--- src/rtl/md_unit.sv ---
// Iterative multiply/divide unit for the EX stage.
// MULT/MULTU use shift-add and DIV/DIVU use restoring shift-subtract.
// Each runs one bit per cycle on operand magnitudes, and the sign is fixed up on entry to DONE.
module md_unit #(
  parameter int WIDTH = 32,
  parameter int CNT_W = $clog2(WIDTH) + 1
) (
  input  logic                 clk,
  input  logic                 rst,
  input  logic                 start_i,
  input  logic [1:0]           op_i,
  input  logic [WIDTH-1:0]     opdata1_i,
  input  logic [WIDTH-1:0]     opdata2_i,
  input  logic                 annul_i,
  output logic                 busy_o,
  output logic                 ready_o,
  output logic [2*WIDTH-1:0]   result_o,
  output logic                 div_by_zero_o
);

  typedef enum logic [1:0] {IDLE, CALC, DIVZERO, DONE} state_t;

  state_t             state;
  logic [CNT_W-1:0]   cnt;
  logic               is_div;
  logic               neg_lo;    // product sign (MUL) or quotient sign (DIV)
  logic               neg_hi;    // remainder sign (DIV only)
  logic [WIDTH-1:0]   opnd;      // |multiplicand| or |divisor|
  // acc[2W:W] is the running upper half (one guard bit).
  // acc[W-1:0] holds the multiplier or dividend and collects the product low bits or the quotient.
  logic [2*WIDTH:0]   acc;

  logic               a_neg;
  logic               b_neg;
  logic [WIDTH:0]     mul_upper;
  logic [2*WIDTH:0]   mul_next;
  logic [2*WIDTH:0]   div_shift;
  logic [WIDTH+1:0]   div_diff;
  logic [2*WIDTH:0]   div_next;
  logic [2*WIDTH:0]   acc_next;

  // Magnitude of a possibly-negative operand; the most negative value maps to 2^(W-1) unsigned.
  function automatic logic [WIDTH-1:0] abs_val(input logic [WIDTH-1:0] x, input logic neg);
    return neg ? -x : x;
  endfunction

  // Apply the recorded signs to the raw magnitude result.
  function automatic logic [2*WIDTH-1:0] sign_fix(input logic [2*WIDTH-1:0] raw,
                                                  input logic div, input logic nlo,
                                                  input logic nhi);
    logic [WIDTH-1:0]   lo;
    logic [WIDTH-1:0]   hi;
    logic [2*WIDTH-1:0] p;
    lo = raw[WIDTH-1:0];
    hi = raw[2*WIDTH-1:WIDTH];
    p  = raw;
    if (div) begin
      if (nlo) lo = -lo;
      if (nhi) hi = -hi;
      return {hi, lo};
    end
    return nlo ? -p : p;
  endfunction

  assign a_neg = ~op_i[0] & opdata1_i[WIDTH-1];
  assign b_neg = ~op_i[0] & opdata2_i[WIDTH-1];

  // One iteration of shift-add multiply or restoring divide.
  always_comb begin
    mul_upper = acc[2*WIDTH:WIDTH] + (acc[0] ? {1'b0, opnd} : {(WIDTH+1){1'b0}});
    mul_next  = {1'b0, mul_upper, acc[WIDTH-1:1]};
    div_shift = {acc[2*WIDTH-1:0], 1'b0};
    div_diff  = {1'b0, div_shift[2*WIDTH:WIDTH]} - {2'b0, opnd};
    div_next  = div_diff[WIDTH+1] ? div_shift
                                  : {div_diff[WIDTH:0], div_shift[WIDTH-1:1], 1'b1};
    acc_next  = is_div ? div_next : mul_next;
  end

  // Control FSM with registered outputs and the iterative datapath.
  always_ff @(posedge clk or negedge rst) begin
    if (!rst) begin
      state         <= IDLE;
      cnt           <= '0;
      is_div        <= 1'b0;
      neg_lo        <= 1'b0;
      neg_hi        <= 1'b0;
      opnd          <= '0;
      acc           <= '0;
      busy_o        <= 1'b0;
      ready_o       <= 1'b0;
      result_o      <= '0;
      div_by_zero_o <= 1'b0;
    end else begin
      ready_o <= 1'b0;
      case (state)
        IDLE: begin
          if (start_i && !annul_i) begin
            is_div <= op_i[1];
            neg_lo <= a_neg ^ b_neg;
            neg_hi <= a_neg;
            opnd   <= abs_val(opdata2_i, b_neg);
            acc    <= {{(WIDTH+1){1'b0}}, abs_val(opdata1_i, a_neg)};
            cnt    <= '0;
            busy_o <= 1'b1;
            state  <= (op_i[1] && opdata2_i == '0) ? DIVZERO : CALC;
          end
        end
        CALC: begin
          if (annul_i) begin
            state  <= IDLE;
            busy_o <= 1'b0;
          end else begin
            acc <= acc_next;
            cnt <= cnt + CNT_W'(1);
            if (cnt == CNT_W'(WIDTH - 1)) begin
              state         <= DONE;
              result_o      <= sign_fix(acc_next[2*WIDTH-1:0], is_div, neg_lo, neg_hi);
              div_by_zero_o <= 1'b0;
              ready_o       <= 1'b1;
            end
          end
        end
        DIVZERO: begin
          if (annul_i) begin
            state  <= IDLE;
            busy_o <= 1'b0;
          end else begin
            state         <= DONE;
            result_o      <= '0;
            div_by_zero_o <= 1'b1;
            ready_o       <= 1'b1;
          end
        end
        default: begin
          // DONE: the ready pulse is already on the outputs; always return to IDLE.
          state  <= IDLE;
          busy_o <= 1'b0;
        end
      endcase
    end
  end

endmodule

--- config.mk ---
export PLATFORM = sky130hd
export DESIGN_NAME = md_unit
export DESIGN_NICKNAME = d
export VERILOG_FILES = /design/src/rtl/md_unit.sv
export SDC_FILE = /design/constraint.sdc
export NUM_CORES = 1
export LEC_CHECK = 0
export ABC_AREA = 1
export BUFFER_PORTS_ARGS = -buffer_cell sky130_fd_sc_hd__buf_2
export CAP_MARGIN = 20
export CORE_ASPECT_RATIO = 0.75
export CORE_UTILIZATION = 45
export DETAILED_ROUTE_END_ITERATION = 7
export SYNTH_ARGS = -nofsm -noshare
export SYNTH_HDL_FRONTEND = slang
export SYNTH_SLANG_ARGS = --single-unit
--- constraint.sdc ---
create_clock -name clk -period 10.2 [get_ports clk]
set_clock_uncertainty 0.2 [all_clocks]
set_input_delay 2.04 -clock clk [delete_from_list [all_inputs] [get_ports clk]]
set_output_delay 2.04 -clock clk [all_outputs]
set_load 0.02 [all_outputs]
# == Word-level counts from Yosys, hierarchy flattened ==
# Cells that the tools add are included.
# totals
out_inout_bits,67
rom_bits,0
wordCells,86
ram_bits,0
regBits,175
mem_count,0
latch_bits,0
# classes
n_addsub,8
mul,0
div,0
order_cmp,0
n_mux,41
eq_ne,9
n_reduce_logical,13
bitwise_logic,4
shifts,0
# ops
op,n
2-to-1 mux 64 bit,6
2-to-1 mux 65 bit,4
2-to-1 mux 32 bit,5
one-hot mux 65 bit (2 select lines),1
negation 32 bit,4
one-hot mux 64 bit (2 select lines),1
negation 64 bit,1
subtractor 33 x 32 -> 34 bit,1
adder 33 x 32 -> 33 bit,1
logical NOT 32 bit,1
2-to-1 mux 1 bit,12
2-to-1 mux 6 bit,2
one-hot mux 6 bit (2 select lines),1
2-to-1 mux 2 bit,5
!= test 2 bit (second input constant),4
adder 6 x 1 -> 6 bit (second input constant),1
== test 6 x 5 -> 1 bit (second input constant),1
one-hot mux 1 bit (2 select lines),3
one-hot mux 2 bit (3 select lines),1
AND reduction 2 bit,3
AND reduction 4 bit,1
nonzero test 2 bit,2
!= test 3 bit (second input constant),1
AND reduction 3 bit,1
10 further kinds,12

# == Depth between registers and ports, before layout ==
# Gate-level depths: netlist of run 1.
# logic_depth
depth_word,10
mapped_depth,31

# == Worst setup path after synthesis of run 1 ==
# No wires, ideal clock.
# synth_timing
path_kind,in2reg
from,input port opdata1_i[0]
to,register acc[28]
path_slack_ns,5.826
cell_stages,15
path_buffers,0
setup_time_ns,0.133
required_time_ns,9.867
arrival_time_ns,4.041
cell_sequence,inv_1 -> ha_1 -> nand2_1 -> nor3_1 -> inv_1 -> nor3_1 -> inv_1 -> nor3_1 -> nand2_1 -> o21ai_0 -> nand2_1 -> a21oi_1 -> xnor2_1 -> o21ai_0 -> o21ai_0
# synth_between
elab_chain_cells,4
# synth_lines
element,line_no,source
start: declaration,12,"input logic [WIDTH-1:0] opdata1_i,"
negation 32 bit,44,return neg ? -x : x;
2-to-1 mux 32 bit,44,
2-to-1 mux 65 bit,97,if (start_i && !annul_i) begin
one-hot mux 65 bit (2 select lines),95,case (state)
end signal: assignment,102,"acc <= {{(WIDTH+1){1'b0}}, abs_val(opdata1_i, a_neg)};"
end signal: assignment,113,acc <= acc_next;
end: declaration,31,logic [2*WIDTH:0] acc;
# No other way between the ends. The select of a mux whose other input is x is not followed.
# A chain may end at the register's enable or synchronous reset.

# == Final worst setup path of run 1 ==
# layout_timing
from,register acc[36]
to,register result_o[58]
# layout_between
elab_chain_cells,10
elab_cells_between_ends,13
cone_classes,add/sub: 4; mux: 9
# layout_lines
element,line_no,source
subtractor 33 x 32 -> 34 bit,73,"div_diff = {1'b0, div_shift[2*WIDTH:WIDTH]} - {2'b0, opnd};"
2-to-1 mux 65 bit,74,div_next = div_diff[WIDTH+1] ? div_shift
2-to-1 mux 65 bit (*),76,acc_next = is_div ? div_next : mul_next;
negation 32 bit,59,if (nhi) hi = -hi;
2-to-1 mux 32 bit,59,
2-to-1 mux 64 bit,57,if (div) begin
2-to-1 mux 64 bit (*),62,return nlo ? -p : p;
2-to-1 mux 64 bit (*),115,if (cnt == CNT_W'(WIDTH - 1)) begin
2-to-1 mux 64 bit (*),109,if (annul_i) begin
one-hot mux 64 bit (2 select lines) (*),95,
end signal: assignment,117,"result_o <= sign_fix(acc_next[2*WIDTH-1:0], is_div, neg_lo, neg_hi);"
end: declaration,17,"output logic [2*WIDTH-1:0] result_o,"
# Mark *: on every way between the ends. The rest lies on a longest branch, timed or not. The select of a mux whose other input is x is not followed.

==> results of run 1 <==
## cell usage after synthesis (4+ instances only)
library cell	instances	area [um2]
a21oi_1	127	636
a21oi_2	6	52.6
a31oi_1	4	25.0
a32o_1	7	70.1
buf_2	15	75.1
buf_6	7	78.8
clkbuf_1	58	218
clkinv_1	4	15.0
dfrtp_1	175	4380
ha_1	73	913
inv_1	387	1450
inv_2	11	41.3
nand2_1	838	3150
nand2_2	19	119
nand3_1	221	1110
nand3_2	10	100
nand3b_1	13	97.6
nand4_1	47	294
nor2_1	280	1050
nor2_2	18	113
nor3_1	42	210
nor3b_1	4	30.0
nor4_1	8	50.1
o211ai_1	16	120
o21a_1	5	37.5
o21ai_0	221	1110
o21ai_1	23	115
o21bai_1	10	75.1
o221ai_1	7	61.3
o22ai_1	28	175
o31ai_1	5	37.5
or2_2	9	56.3
xnor2_1	25	219
xor2_1	36	315
## through the flow
stage,setup WS [ns],utilization,hold slack (ns)
after floorplan,5.83,-,0.268
after global placement,4.95,0.486,0.258
after detailed placement,4.80,0.487,0.260
after CTS,4.76,0.502,0.278
after global routing,4.14,0.502,0.299
final,4.61,0.502,0.273
## worst max-delay path by stage
stage	startpoint	cells after the start	endpoint	slack (ns)
after CTS	acc[36]	28	result_o[58]	4.76
after floorplan	opdata1_i[0]	15	acc[28]	5.83
after global placement	acc[33]	30	result_o[58]	4.95
after global routing	opnd[23]	28	result_o[58]	4.14
after detailed placement	acc[36]	28	result_o[58]	4.80
final	acc[36]	28	result_o[58]	4.61
## flip-flops by register name, summed over array words and instances (netlist names)
name	cells
acc	65
result_o	64
opnd	32
cnt	6
state	2
busy_o	1
div_by_zero_o	1
is_div	1
neg_hi	1
neg_lo	1
ready_o	1
## layout make-up
cell class | count | area share
Multi-Input combinational cell | 2135 | 0.572
Timing Repair Buffer | 157 | 0.0466
Tap cell | 504 | 0.0339
Sequential cell | 175 | 0.235
Clock inverter | 11 | 0.00719
Inverter | 402 | 0.0810
Clock buffer | 19 | 0.0238
## worst max-delay path: cells and delay by family (launching register included)
family	cells	cell delay [ns]
and+or+nand+nor	23	3.61
buffers and inverters	1	0.10
AOI/OAI and AO/OA	2	0.47
adders and majority gates	2	0.59
DFF	1	0.47
## per-layer routing
metal  track usage  wire length [um]  vias to the layer above  part of all wire
li1              -                 -                     9223                 -
met3         0.156              9870                       90              0.14
met1         0.539             32500                     9153              0.45
met2         0.520             28100                     1069              0.39
met4        0.0817              1520                        2             0.021
met5       0.00774                42                        -           0.00058
## cells by family (layout without fill, tap and decap cells)
logic type / Yosys count / count (layout)
and+or+nand+nor: 1525 / 1525
buffers and inverters: 489 / 589
AOI/OAI and AO/OA: 474 / 474
DFF: 175 / 175
adders and majority gates: 75 / 75
xor gates and xnor gates: 61 / 61
==> metrics.txt, run 1 <==
status=complete, no violations; initial DRC count=2276; CP Launch Type=flip-flop; Yosys cell types=56; Setup TNS=0 ns; Worst path slowest cell=nand2_2; max cap viols=0; cts hold-fix bufs=0; Hold Startpoint=result_o[61]; fin nets=3033; Routed WL=72100 um; CTS resizes=0; fin cells=3403; CTS buffer count=17; TritonCTS clock tree=built; Synthesized Nets=2944; Final setup viols=0; num rows=61; largest net degree at the start of global routing=76; first-pass GRT wire length=108000 um; Final Cell Area=roughly 19000 um2; XOR/XNOR Fraction of Synth Area=0.0315; CP max stage delay=0.63 ns; WHS Endpoint=result_o[61]; main combinational cell family by area after synthesis=simple AND/OR/NAND/NOR gates; crit-path max FO=29; vias per cell=about 5.7; Die Height=170 um; Setup crit end kind=flip-flop; FF+latch count, synth=175; Worst Hold Depth=2; Die X=226 um; post-synthesis mux area share=0; register area share after synthesis=0.258; RePlAce Congestion=1.05; layout cells sized above 1=0.0949; DP Area=18000 um2; Crit path required time=10.35 ns; CP arrival=5.73 ns; buffer depth of the longest clock path=2; Tmin final=5.59 ns; Core Box Area=around 37000 um2; Crit path top cell by count=nand2_1; overall global routing resource usage=0.377; root buffer cell=clkbuf_16; RSZ-0062 raised after global routing=false; placed insts=3373; fin crit share=0.548; DRC Markers=0; GR Overflow Total=0; Setup Crit Path Kind=flip-flop to flip-flop; Post-synth ARST share=1.00; worst-skew pair later-pin latency=0.47 ns; number of cells on the worst reg-to-reg path=28; Worst-Margin Slew=1.16 ns; wire per inst=21.2 um; commonest non-fill, non-tap cells in the layout=nand2_1 (837), inv_1 (387), nor2_1 (279); number of flops mapped to enable cells by yosys=0; clock sinks=175; clk slew on worst S/H paths=0.08 ns; # fillers=4000; Post-synth top flop=dfrtp_1; initial core utilization=0.457; worst r2r dst=result_o[58]; Compound-Gate Fraction of Synth Area=0.155; P&R area growth vs syn=9.77%; DRT antenna net count=0; reg-to-reg setup timing slack=4.61 ns; Rel. slew slack=0.226; FF-to-FF Start=acc[36]; Syn Area/Cell=6.06 um2; YS warnings=0; H-tree depth=4; Slew Limit Fails=0; diode count=0; fraction of the mapped netlist area in simple logic gates=0.385; Hold WC Path Type=flip-flop to flip-flop; hpwl dp=57300 um; fmax=about 180 MHz; vias=19537; postcts setup bufs=0; area of the multi-input gates=10700 um2; most common cell after layout, fill and taps aside=nand2_1; adder-cell area share of the yosys netlist=0.0562; initial antenna violation count=1; Synth Cell Area=about 17000 um2; vias in the first global route=around 18000; Buffers on Ports=about 140; final hold viol count=0; Die ar.=38500 um2; Pre-antenna DRT Iters=6; I/O Pins=137; Mapped Cells=2799; FF/Latch Area=roughly 4400 um2
Power of run 1 is left out: the tool's default activity adds up to more than one toggle a clock period on the data nets, which glitch-free logic cannot reach.
==> inputs of run 2 (changes only) <==
==> constraint.sdc (replaced) <==
create_clock -name clk -period 5.3 [get_ports clk]
set_clock_uncertainty 0.2 [all_clocks]
set_input_delay 1.06 -clock clk [delete_from_list [all_inputs] [get_ports clk]]
set_output_delay 1.06 -clock clk [all_outputs]
set_load 0.02 [all_outputs]
==> metrics.txt, run 2 (same netlist as run 1, synthesis figures left out) <==
status=complete, no violations; RSZ-0062 raised after global routing=false; Final setup viols=0; FF/Latch Area=4380 um2; DP Area=18300 um2; Core Box Area=37100 um2; dpl ws=0.716 ns; Setup Crit Path Kind=flip-flop to flip-flop; buffer depth of the longest clock path=2; top flop regs=acc: 65 flops, result_o: 64 flops, opnd: 32 flops; DRT antenna net count=0; cts hold-fix bufs=0; clk slew on worst S/H paths=0.08 ns; worst setup margin=0.546 ns; Buffers on Ports=136; largest net degree at the start of global routing=93; crit-path max FO=5; Routed WL=about 73000 um; fmax=210 MHz; overall global routing resource usage=0.379; P&R area growth vs syn=11.2%; max reg flops=65; final hold viol count=0; vias in the first global route=17724; H-tree depth=4; fin nets=3064; commonest non-fill, non-tap cells in the layout=nand2_1 (837), inv_1 (387), nor2_1 (279); Slew Limit Fails=0; initial DRC count=2279; most common cell after layout, fill and taps aside=nand2_1; CTS resizes=0; CP Launch Type=flip-flop; Setup TNS=0 ns; RePlAce Congestion=1.20; Die X=226 um; Crit path required time=5.46 ns; Pre-antenna DRT Iters=6; Die Height=~170 um; TritonCTS clock tree=built; Rel. slew slack=0.319; postcts setup bufs=0; clock sinks=about 180; CP arrival=4.91 ns; # fillers=~4000; Die ar.=38500 um2; vias=roughly 20000; CTS buffer count=17; num rows=between 60 and 70; first-pass GRT wire length=108000 um; initial antenna violation count=8; layout cells sized above 1=0.105; wire per inst=between 20 and 25 um; hpwl dp=58200 um; Biggest register=acc; Worst path slowest cell=dfrtp_1; I/O Pins=137; root buffer cell=clkbuf_16; Setup crit end kind=flip-flop; worst-skew pair later-pin latency=between 0.4 and 0.5 ns; Crit path top cell by count=nand3_1; fin crit share=0.897; max cap viols=0; Worst-Margin Slew=1.02 ns; initial core utilization=0.457; Final Cell Area=~19000 um2; Tmin final=4.75 ns; vias per cell=~5.7; Hold WC Path Type=flip-flop to flip-flop; GR Overflow Total=0; DRC Markers=0; CP max stage delay=roughly 0.43 ns; area of the multi-input gates=approximately 11000 um2
-- run 2: routing by layer --
metal  up-vias  GRT usage  wire length [um]
li1       9283          -                 -
met1      9220      0.568             33500
met2      1132      0.514             28400
met3       119      0.106              8700
met4         6      0.118              2000
met5         -          0                44
-- run 2: stage by stage --
| stage | std cells | utilization | hold slack, ns |
|---|---|---|---|
| 6_report | 3438 | 0.509 | 0.277 |
| 3_3_place_gp | 3404 | 0.493 | 0.261 |
| 4_1_cts | 3436 | 0.509 | 0.280 |
| 3_5_place_dp | 3404 | 0.493 | 0.260 |
| 5_1_grt | 3436 | 0.509 | 0.311 |
| 2_1_floorplan | 2799 | - | 0.268 |
-- run 2: worst max-delay path: cells and delay by family (launching register included) --
| kind | cells | cell delay, ns |
|---|---|---|
| compound gates | 2 | 0.42 |
| buf+inv | 2 | 0.12 |
| fa+ha+maj | 2 | 0.59 |
| flops | 1 | 0.43 |
| simple gates | 21 | 2.86 |
-- run 2: layout make-up --
class	instances	area share
multi-input cells	2135	0.565
diodes	2	0.000265
clock inverters	12	0.00656
clock buffers	20	0.0242
flip-flops and latches	175	0.232
repair buffers	188	0.0585
well taps	504	0.0334
inverters	402	0.0800
-- run 2: path summary, 6_finish.rpt --
kind / slack, ns / endpoint / startpoint / cells past startpoint
max: 0.55 / result_o[60] / opnd[12] / 27
min in group asynchronous: 0.49 / acc[50] / rst / 1
max reg2reg: 0.55 / result_o[60] / opnd[12] / 27
min: 0.28 / result_o[61] / result_o[61] / 2
max in group asynchronous: 3.39 / acc[15] / rst / 2
min reg2reg: 0.28 / result_o[61] / result_o[61] / 2
Power of run 2 is left out for the same reason.
==> inputs of run 3 (changes only) <==
--- a/config.mk
+++ b/config.mk
@@ -11,6 +11,7 @@
 export CORE_ASPECT_RATIO = 0.75
 export CORE_UTILIZATION = 45
 export DETAILED_ROUTE_END_ITERATION = 7
+export PLACE_DENSITY = 0.64
 export SYNTH_ARGS = -nofsm -noshare
 export SYNTH_HDL_FRONTEND = slang
 export SYNTH_SLANG_ARGS = --single-unit
==> metrics.txt, run 3 (same netlist as run 1, synthesis figures left out) <==
Slew Limit Fails=0; overall global routing resource usage=0.392; Final setup viols=0; Crit path required time=between 5 and 6 ns; TritonCTS clock tree=built; GR Overflow Total=0; crit-path max FO=13; postcts setup bufs=0; Hold WC Path Type=flip-flop to flip-flop; fin nets=3059; fmax=202 MHz; met1 Use GR=0.597; final hold viol count=0; Worst-Margin Slew=approximately 1.1 ns; root buffer cell=clkbuf_16; Biggest register=acc; max cap viols=0; gr busiest metal=met1; worst-skew pair later-pin latency=0.47 ns; met3 Usage GRT=0.104; Tmin final=around 5 ns; initial DRC count=2454; layout cells sized above 1=0.104; CTS resizes=0; buffer depth of the longest clock path=2; Rel. slew slack=0.282; status=complete, no violations; cts hold-fix bufs=0; Setup TNS=0 ns; Core Box Area=37100 um2; most common cell after layout, fill and taps aside=nand2_1; vias in the first global route=17800; H-tree depth=4; num rows=61; diode count=0; max reg flops=between 60 and 70; RSZ-0062 raised after global routing=false; CP Launch Type=flip-flop; first-pass GRT wire length=around 110000 um; Setup Crit Path Kind=flip-flop to flip-flop; Die X=226 um; Pre-antenna DRT Iters=6; Worst Path Buf+Inv=3; CP top delay family=simple AND/OR/NAND/NOR gates; clk slew on worst S/H paths=0.08 ns; initial antenna violation count=3; vias=19756; top flop regs=acc: 65 flops, result_o: 64 flops, opnd: 32 flops; DRT antenna net count=0; CP arrival=between 5 and 6 ns; Routed WL=74300 um; Buffers on Ports=136; initial core utilization=0.457; hpwl dp=59500 um; Die Height=roughly 170 um; Crit path top cell by count=nand2_1; wire per inst=21.7 um; clock sinks=approximately 180; Worst path slowest cell=dfrtp_1; Die ar.=38500 um2; met2 usage=0.538; DRC Markers=0; I/O Pins=137; P&R area growth vs syn=11.5%; CTS buffer count=17; RePlAce Congestion=1.10; largest net degree at the start of global routing=85; CP max stage delay=0.43 ns; Setup crit end kind=flip-flop; vias per cell=5.76; fin crit share=0.933; commonest non-fill, non-tap cells in the layout=nand2_1 (837), inv_1 (387), nor2_1 (279)
==> run 3: cell types whose count changed in the layout (fill, tap and decap cells not counted), moves of 2 or more <==
| cell | delta |
|---|---|
| buf_4 | -5 |
| bufinv_16 | +4 |
| clkbuf_8 | -2 |
| clkinv_4 | -2 |
| diode_2 | -2 |
| inv_6 | -2 |
==> run 3: final timing paths <==
check | slack (ns) | startpoint | endpoint | depth (start not counted)
worst max-delay path | 0.36 | opnd[11] | result_o[58] | 29
worst min-delay path | 0.28 | result_o[61] | result_o[61] | 2
worst max register to register | 0.36 | opnd[11] | result_o[58] | 29
worst min register to register | 0.28 | result_o[61] | result_o[61] | 2
max in group asynchronous | 3.47 | rst | result_o[5] | 2
min in group asynchronous | 0.33 | rst | acc[45] | 1
==> run 3: worst min-delay path: cells and delay by family, from the launching register on <==
family / cells / cell delay (ns)
AND/OR/NAND/NOR: 2 / 0.10
flip-flops: 1 / 0.34
==> run 3: stage by stage <==
| step | cell area [um2] | hold WS [ns] | instances | utilization | worst slack, ns |
|---|---|---|---|---|---|
| floorplan | 17000 | 0.268 | 2799 | - | 1.62 |
| global placement | 18200 | 0.260 | 3398 | 0.491 | 0.474 |
| detailed placement | 18200 | 0.262 | 3398 | 0.491 | 0.347 |
| CTS | 18900 | 0.282 | 3430 | 0.509 | 0.281 |
| global route | 18900 | 0.299 | 3431 | 0.510 | 0.0143 |
| finish | 18900 | 0.276 | 3431 | 0.510 | 0.357 |
==> run 3: layout make-up <==
cell class                 instances  area (um2)
fill                            3961       18200
multi-input combinational       2135       10700
sequential                       175        4380
inverter                         402        1510
timing repair buffer             183        1070
tap                              504         631
clock buffer                      17         425
clock inverter                    15         233
==> run 3: metal layers <==
metal | vias to the layer above | wire (um)
met5 | - | 31
met4 | 4 | 1350
met3 | 85 | 9270
met2 | 1083 | 29400
met1 | 9296 | 34300
li1 | 9288 | -
Power of run 3 is left out for the same reason.
